### config.mk
export PLATFORM = sky130hd
export DESIGN_NAME = wb_arbiter
export DESIGN_NICKNAME = d
export VERILOG_FILES = /design/src/rtl/wb_arbiter_pkg.sv /design/src/rtl/wb_slot.sv /design/src/rtl/wb_arbiter.sv
export SDC_FILE = /design/constraint.sdc
export NUM_CORES = 1
export LEC_CHECK = 0
export CAP_MARGIN = 20
export CELL_PAD_IN_SITES_DETAIL_PLACEMENT = 0
export CELL_PAD_IN_SITES_GLOBAL_PLACEMENT = 2
export CORE_MARGIN = 1
export CORE_UTILIZATION = 44
export CTS_CLUSTER_DIAMETER = 50
export DETAILED_ROUTE_END_ITERATION = 6
export DONT_BUFFER_PORTS = 1
export GPL_TIMING_DRIVEN = 0
export PLACE_DENSITY_LB_ADDON = 0.1
export SLEW_MARGIN = 20
export SYNTH_ARGS = -nofsm -noshare
export SYNTH_HDL_FRONTEND = slang
export SYNTH_SLANG_ARGS = --single-unit
export TNS_END_PERCENT = 100
### constraint.sdc
create_clock -name clk -period 4.8 [get_ports clk]
set_input_delay 0.96 -clock clk [delete_from_list [all_inputs] [get_ports clk]]
set_output_delay 0.96 -clock clk [all_outputs]
set_load 0.01 [all_outputs]
### src/rtl/wb_arbiter_pkg.sv
// Shared thread package: register file geometry and writeback entry types.
package wb_arbiter_pkg;
  localparam int REG_W     = 28;
  localparam int REG_IDX_W = 4;
  localparam int NUM_REGS  = 16;

  typedef struct packed {
    logic [REG_IDX_W-1:0] dest;
    logic [REG_W-1:0]     data;
  } wb_entry_t;

  typedef enum logic [1:0] {
    GNT_NONE = 2'd0,
    GNT_A    = 2'd1,
    GNT_B    = 2'd2
  } gnt_e;
endpackage

### src/rtl/wb_slot.sv
// One-entry writeback holding slot; entries aimed at r0 are dropped at capture.
module wb_slot
  import wb_arbiter_pkg::*;
(
  input  logic                 clk,
  input  logic                 rst,
  input  logic                 valid_i,
  input  logic [REG_IDX_W-1:0] dest_i,
  input  logic [REG_W-1:0]     data_i,
  input  logic                 grant_i,
  output logic                 ready_o,
  output logic                 occ_o,
  output logic [REG_IDX_W-1:0] dest_o,
  output logic [REG_W-1:0]     data_o
);
  logic      occ_q, occ_d;
  wb_entry_t ent_q, ent_d;

  // Draining this cycle frees the slot for the incoming entry.
  assign ready_o = ~occ_q | grant_i;

  always_comb begin
    occ_d = occ_q;
    ent_d = ent_q;
    if (grant_i) occ_d = 1'b0;
    if (valid_i && ready_o && (dest_i != '0)) begin
      occ_d = 1'b1;
      ent_d = '{dest: dest_i, data: data_i};
    end
  end

  always_ff @(posedge clk or posedge rst) begin
    if (rst) begin
      occ_q <= 1'b0;
      ent_q <= '0;
    end else begin
      occ_q <= occ_d;
      ent_q <= ent_d;
    end
  end

  assign occ_o  = occ_q;
  assign dest_o = ent_q.dest;
  assign data_o = ent_q.data;
endmodule

### src/rtl/wb_arbiter.sv
// Two-port register file writeback arbiter, A preferred with B aging override.
// Optional forwarding port enabled by WB_FWD_EN.
module wb_arbiter
  import wb_arbiter_pkg::*;
#(
  parameter int AGE_LIMIT = 3
) (
  input  logic                 clk,
  input  logic                 rst,
  input  logic                 a_valid,
  output logic                 a_ready,
  input  logic [REG_IDX_W-1:0] a_dest,
  input  logic [REG_W-1:0]     a_data,
  input  logic                 b_valid,
  output logic                 b_ready,
  input  logic [REG_IDX_W-1:0] b_dest,
  input  logic [REG_W-1:0]     b_data,
  output logic                 wen,
  output logic [REG_IDX_W-1:0] dest_sel,
  output logic [REG_W-1:0]     data_out,
  output logic                 busy
`ifdef WB_FWD_EN
  ,
  input  logic [REG_IDX_W-1:0] q_rs,
  output logic                 q_hit,
  output logic [REG_W-1:0]     q_data
`endif
);
  logic                 a_occ, b_occ;
  logic [REG_IDX_W-1:0] a_sdest, b_sdest;
  logic [REG_W-1:0]     a_sdata, b_sdata;
  gnt_e                 gnt;
  logic [2:0]           b_age_q, b_age_d;
  logic                 wen_q, wen_d;
  logic [REG_IDX_W-1:0] dest_q, dest_d;
  logic [REG_W-1:0]     data_q, data_d;

  wb_slot u_slot_a (
    .clk(clk), .rst(rst), .valid_i(a_valid), .dest_i(a_dest), .data_i(a_data),
    .grant_i(gnt == GNT_A), .ready_o(a_ready), .occ_o(a_occ),
    .dest_o(a_sdest), .data_o(a_sdata)
  );

  wb_slot u_slot_b (
    .clk(clk), .rst(rst), .valid_i(b_valid), .dest_i(b_dest), .data_i(b_data),
    .grant_i(gnt == GNT_B), .ready_o(b_ready), .occ_o(b_occ),
    .dest_o(b_sdest), .data_o(b_sdata)
  );

  always_comb begin
    gnt = GNT_NONE;
    if (a_occ && (b_age_q < 3'(AGE_LIMIT))) gnt = GNT_A;
    else if (b_occ)                         gnt = GNT_B;
  end

  // dest_sel/data_out only move on a write, keeping them stable for the
  // register file's negedge sample.
  always_comb begin
    b_age_d = b_age_q;
    wen_d   = 1'b0;
    dest_d  = dest_q;
    data_d  = data_q;
    if (!b_occ || gnt == GNT_B) b_age_d = '0;
    else if (b_age_q != 3'd7)   b_age_d = b_age_q + 3'd1;
    if (gnt == GNT_A) begin
      wen_d  = 1'b1;
      dest_d = a_sdest;
      data_d = a_sdata;
    end else if (gnt == GNT_B) begin
      wen_d  = 1'b1;
      dest_d = b_sdest;
      data_d = b_sdata;
    end
  end

  always_ff @(posedge clk or posedge rst) begin
    if (rst) begin
      b_age_q <= '0;
      wen_q   <= 1'b0;
      dest_q  <= '0;
      data_q  <= '0;
    end else begin
      b_age_q <= b_age_d;
      wen_q   <= wen_d;
      dest_q  <= dest_d;
      data_q  <= data_d;
    end
  end

  assign wen      = wen_q;
  assign dest_sel = dest_q;
  assign data_out = data_q;
  assign busy     = a_occ | b_occ | wen_q;

`ifdef WB_FWD_EN
  assign q_hit  = wen_q & (dest_q == q_rs) & (q_rs != '0);
  assign q_data = data_q;
`endif
endmodule

==> reports/results.tsv <==
stage	metric	value	unit
clock_network	cts_root_buf	sky130_fd_sc_hd__clkbuf_8	
sta	slew_headroom	62.7	%
placement	detailedPlace.worstSlack	2560	ps
placement	postPlaceCellArea	4580	µm²
clock_network	cts_made_buffers	9	
floorplanning	fp.dieW	102	µm
route	firstDrtPassIters	4	
final_layout	fillerInstances	885	
power	power_density	434	nW/µm²
floorplanning	placementRows	36	
yosys	ffs_w_async_s_r_synth	100	%
route	viasPerCell	5.20	
yosys	area_share_of_the_largest_cell_type_after_synthesis	58.3	%
sta	totalNegativeSetupSlack	0	ps
final_layout	drive_gt1_share	56.9	%
clock_network	cts.sinks	102	
route	drtIter0Drc	38	
route	route.vias.total	2154	
critical_path	critical_path_required	3840	ps
clock_network	worst_setup_hold_path_clk_slew	100	ps
power	power.total	2.09	mW
sta	grt_setup_unrepaired	no	
final_layout	finish.net_count	347	
route	drt_drc_violations_left	0	
power	p_leak	2.09	nW
global_routing	pin_count_of_the_biggest_net_entering_global_routing	61	
yosys	synth_sequential_area_ratio	58.3	%
worst_hold_path	worstHoldPathType	register to register	
clock_network	cts_tree	yes	
placement	dp_hpwl	5.33	mm
critical_path	crit_path_class	register to primary output	
sta	hold_viol	0	
yosys	synth_enable_flop_cells	0	
yosys	synth-seq-cells	102	
yosys	synth.most_common_cell	sky130_fd_sc_hd__dfrtp_1	
sta	fmax	0.391	GHz
floorplanning	die-height	102	µm
sta	skew	14.5	ps
placement	portBuffers	0	
final_layout	finish.cell_count_without_fillers	414	
global_routing	first_global_vias	2208	
global_routing	antenna_found_initial	0	
clock_network	hold_buffers	0	
floorplanning	fp.coreArea	9730	µm²
power	peakVddDrop	0.207	mV
yosys	post-synth-top-area-cell	sky130_fd_sc_hd__dfrtp_1	
yosys	synth_commonest_cells	sky130_fd_sc_hd__dfrtp_1 (102), sky130_fd_sc_hd__mux2_2 (96), sky130_fd_sc_hd__mux2_4 (30)	
run_status	status	completed	
critical_path	worstPathMaxFanout	10	
sta	report.final.setup_viol	0	
placement	finalWeightedCongestion	0.656	
global_routing	grt_pass1_wl	12.2	mm
clock_network	clk-insertion-delay-late	360	ps
yosys	area_of_the_mapped_netlist	4380	µm²
global_routing	grtUsageTotal	16.3	%
sta	drv_slew	0	
clock_network	clock_tree.htree_level_count	3	
sta	min_period	2560	ps
sta	postLayoutSetupSlackWorst	2240	ps
floorplanning	starting_density_of_the_core	45.0	%
final_layout	syn2layout_area_growth	9.94	%
yosys	netlist-cell-type-count	19	
yosys	nets_in_the_synthesized_netlist	335	
clock_network	postCtsResizedCells	0	
critical_path	timing.critical_path.from	u_slot_b.occ_o	
job	max_cap_violations	0	
yosys	postSynth.topFlopCell	sky130_fd_sc_hd__dfrtp_1	
sta	tightestPinTransition	560	ps
floorplanning	die_area	10400	µm²
placement	place.detailed.instances	399	
clock_network	cts_max_path_buffers	2	
critical_path	cp-end-kind	primary output	
critical_path	crit_path_start_kind	register	
worst_hold_path	hp-start	u_slot_a.data_o[25]	
route	totalWireLength	7.91	mm
clock_network	cts_setup_buffers	0	
yosys	yosysWarningCount	0	
floorplanning	ioPinCount	104	
final_layout	final_cell_area	4820	µm²
sta	finalHoldWorstSlack	490	ps
yosys	synth_top_cells_by_area	sky130_fd_sc_hd__dfrtp_1 (58%), sky130_fd_sc_hd__mux2_2 (25%), sky130_fd_sc_hd__mux2_4 (10%)	
final_layout	utilization	49.5	%
yosys	syn-instance-count	265	
global_routing	remaining_overflow_grt	0	
route	drt-wirelength-per-cell	19.1	µm
critical_path	rr_startpoint	b_age_q[0]	
sta	final.period_utilization	53.3	%
final_layout	num_antenna_cells	0	
yosys	post_syn_area_per_cell	16.5	µm²
route	drtAntennaViolNets	0	
critical_path	timing.critical_path.arrival	1600	ps
[critical path, stage by stage (launching register included)]
cell and delay (ps):
sky130_fd_sc_hd__dfrtp_1 370, sky130_fd_sc_hd__buf_2 190, sky130_fd_sc_hd__buf_2 230, sky130_fd_sc_hd__or3_1 450
[layout make-up]
type / count / area (µm²) / area share [%]
Sequential cell: 102 / 2550 / 53.0
Multi-Input combinational cell: 149 / 1720 / 35.7
Tap cell: 133 / 166 / 3.46
Clock buffer: 11 / 141 / 2.94
Buffer: 13 / 103 / 2.13
Clock inverter: 4 / 95.1 / 1.97
Timing Repair Buffer: 1 / 27.5 / 0.572
Inverter: 1 / 8.76 / 0.182
[worst paths after layout]
| kind | end | slack, ps | cells after the start |
|---|---|---|---|
| max | busy | 2240 | 3 |
| min | u_slot_a.data_o[25] | 490 | 1 |
| max reg2reg | u_slot_a.data_o[15] | 3070 | 4 |
| min reg2reg | u_slot_a.data_o[25] | 490 | 1 |
| max in group asynchronous | dest_sel[2] | 3660 | 2 |
| min in group asynchronous | u_slot_b.data_o[10] | 530 | 1 |
[power by group]
group / internal [mW] / switching (mW) / total (mW)
sequential: 1.00 / 0.115 / 1.12
combinational: 0.220 / 0.114 / 0.333
clock: 0.357 / 0.280 / 0.637
[flip-flops by register name, indices dropped and copies added (netlist names)]
register         count
u_slot_b.occ_o       1
data_out            28
u_slot_a.data_o     28
wen                  1
u_slot_a.dest_o      4
u_slot_b.data_o     28
u_slot_b.dest_o      4
u_slot_a.occ_o       1
dest_sel             4
b_age_q              3
[kinds of logic (layout without fill, tap and decap cells)]
family                   count (synthesis)  in the layout  synth area share (%)
flip-flops                             102            102                  58.3
AO/OA/AOI/OAI                            6              6                  1.60
adder cells (fa/ha/maj)                  2              2                 0.571
buffers and inverters                   14             30                  2.43
multiplexers                           130            130                  35.9
AND/OR/NAND/NOR                         10             10                  1.00
XOR/XNOR                                 1              1                 0.200
[routing by layer]
layer | vias up | track usage [%] | share of wire, %
li1 | 964 | - | -
met5 | - | 0 | 0
met1 | 1110 | 19.8 | 41
met3 | 11 | 7.18 | 9.0
met2 | 69 | 25.7 | 49
met4 | 0 | 5.69 | 1.4
[cell usage in the layout (no fill, tap or decap), types with 2 or more instances in the layout]
cell,count
sky130_fd_sc_hd__buf_2,7
sky130_fd_sc_hd__nor2_1,3
sky130_fd_sc_hd__mux2_4,30
sky130_fd_sc_hd__mux2_1,2
sky130_fd_sc_hd__a21oi_2,2
sky130_fd_sc_hd__mux2i_1,2
sky130_fd_sc_hd__o41ai_2,2
sky130_fd_sc_hd__mux2_2,96
sky130_fd_sc_hd__dfrtp_1,102
sky130_fd_sc_hd__buf_6,6
sky130_fd_sc_hd__clkbuf_8,10
sky130_fd_sc_hd__bufinv_16,3
sky130_fd_sc_hd__nand2_1,4
sky130_fd_sc_hd__ha_1,2
Note: power is estimated with default switching activity, not from simulation.
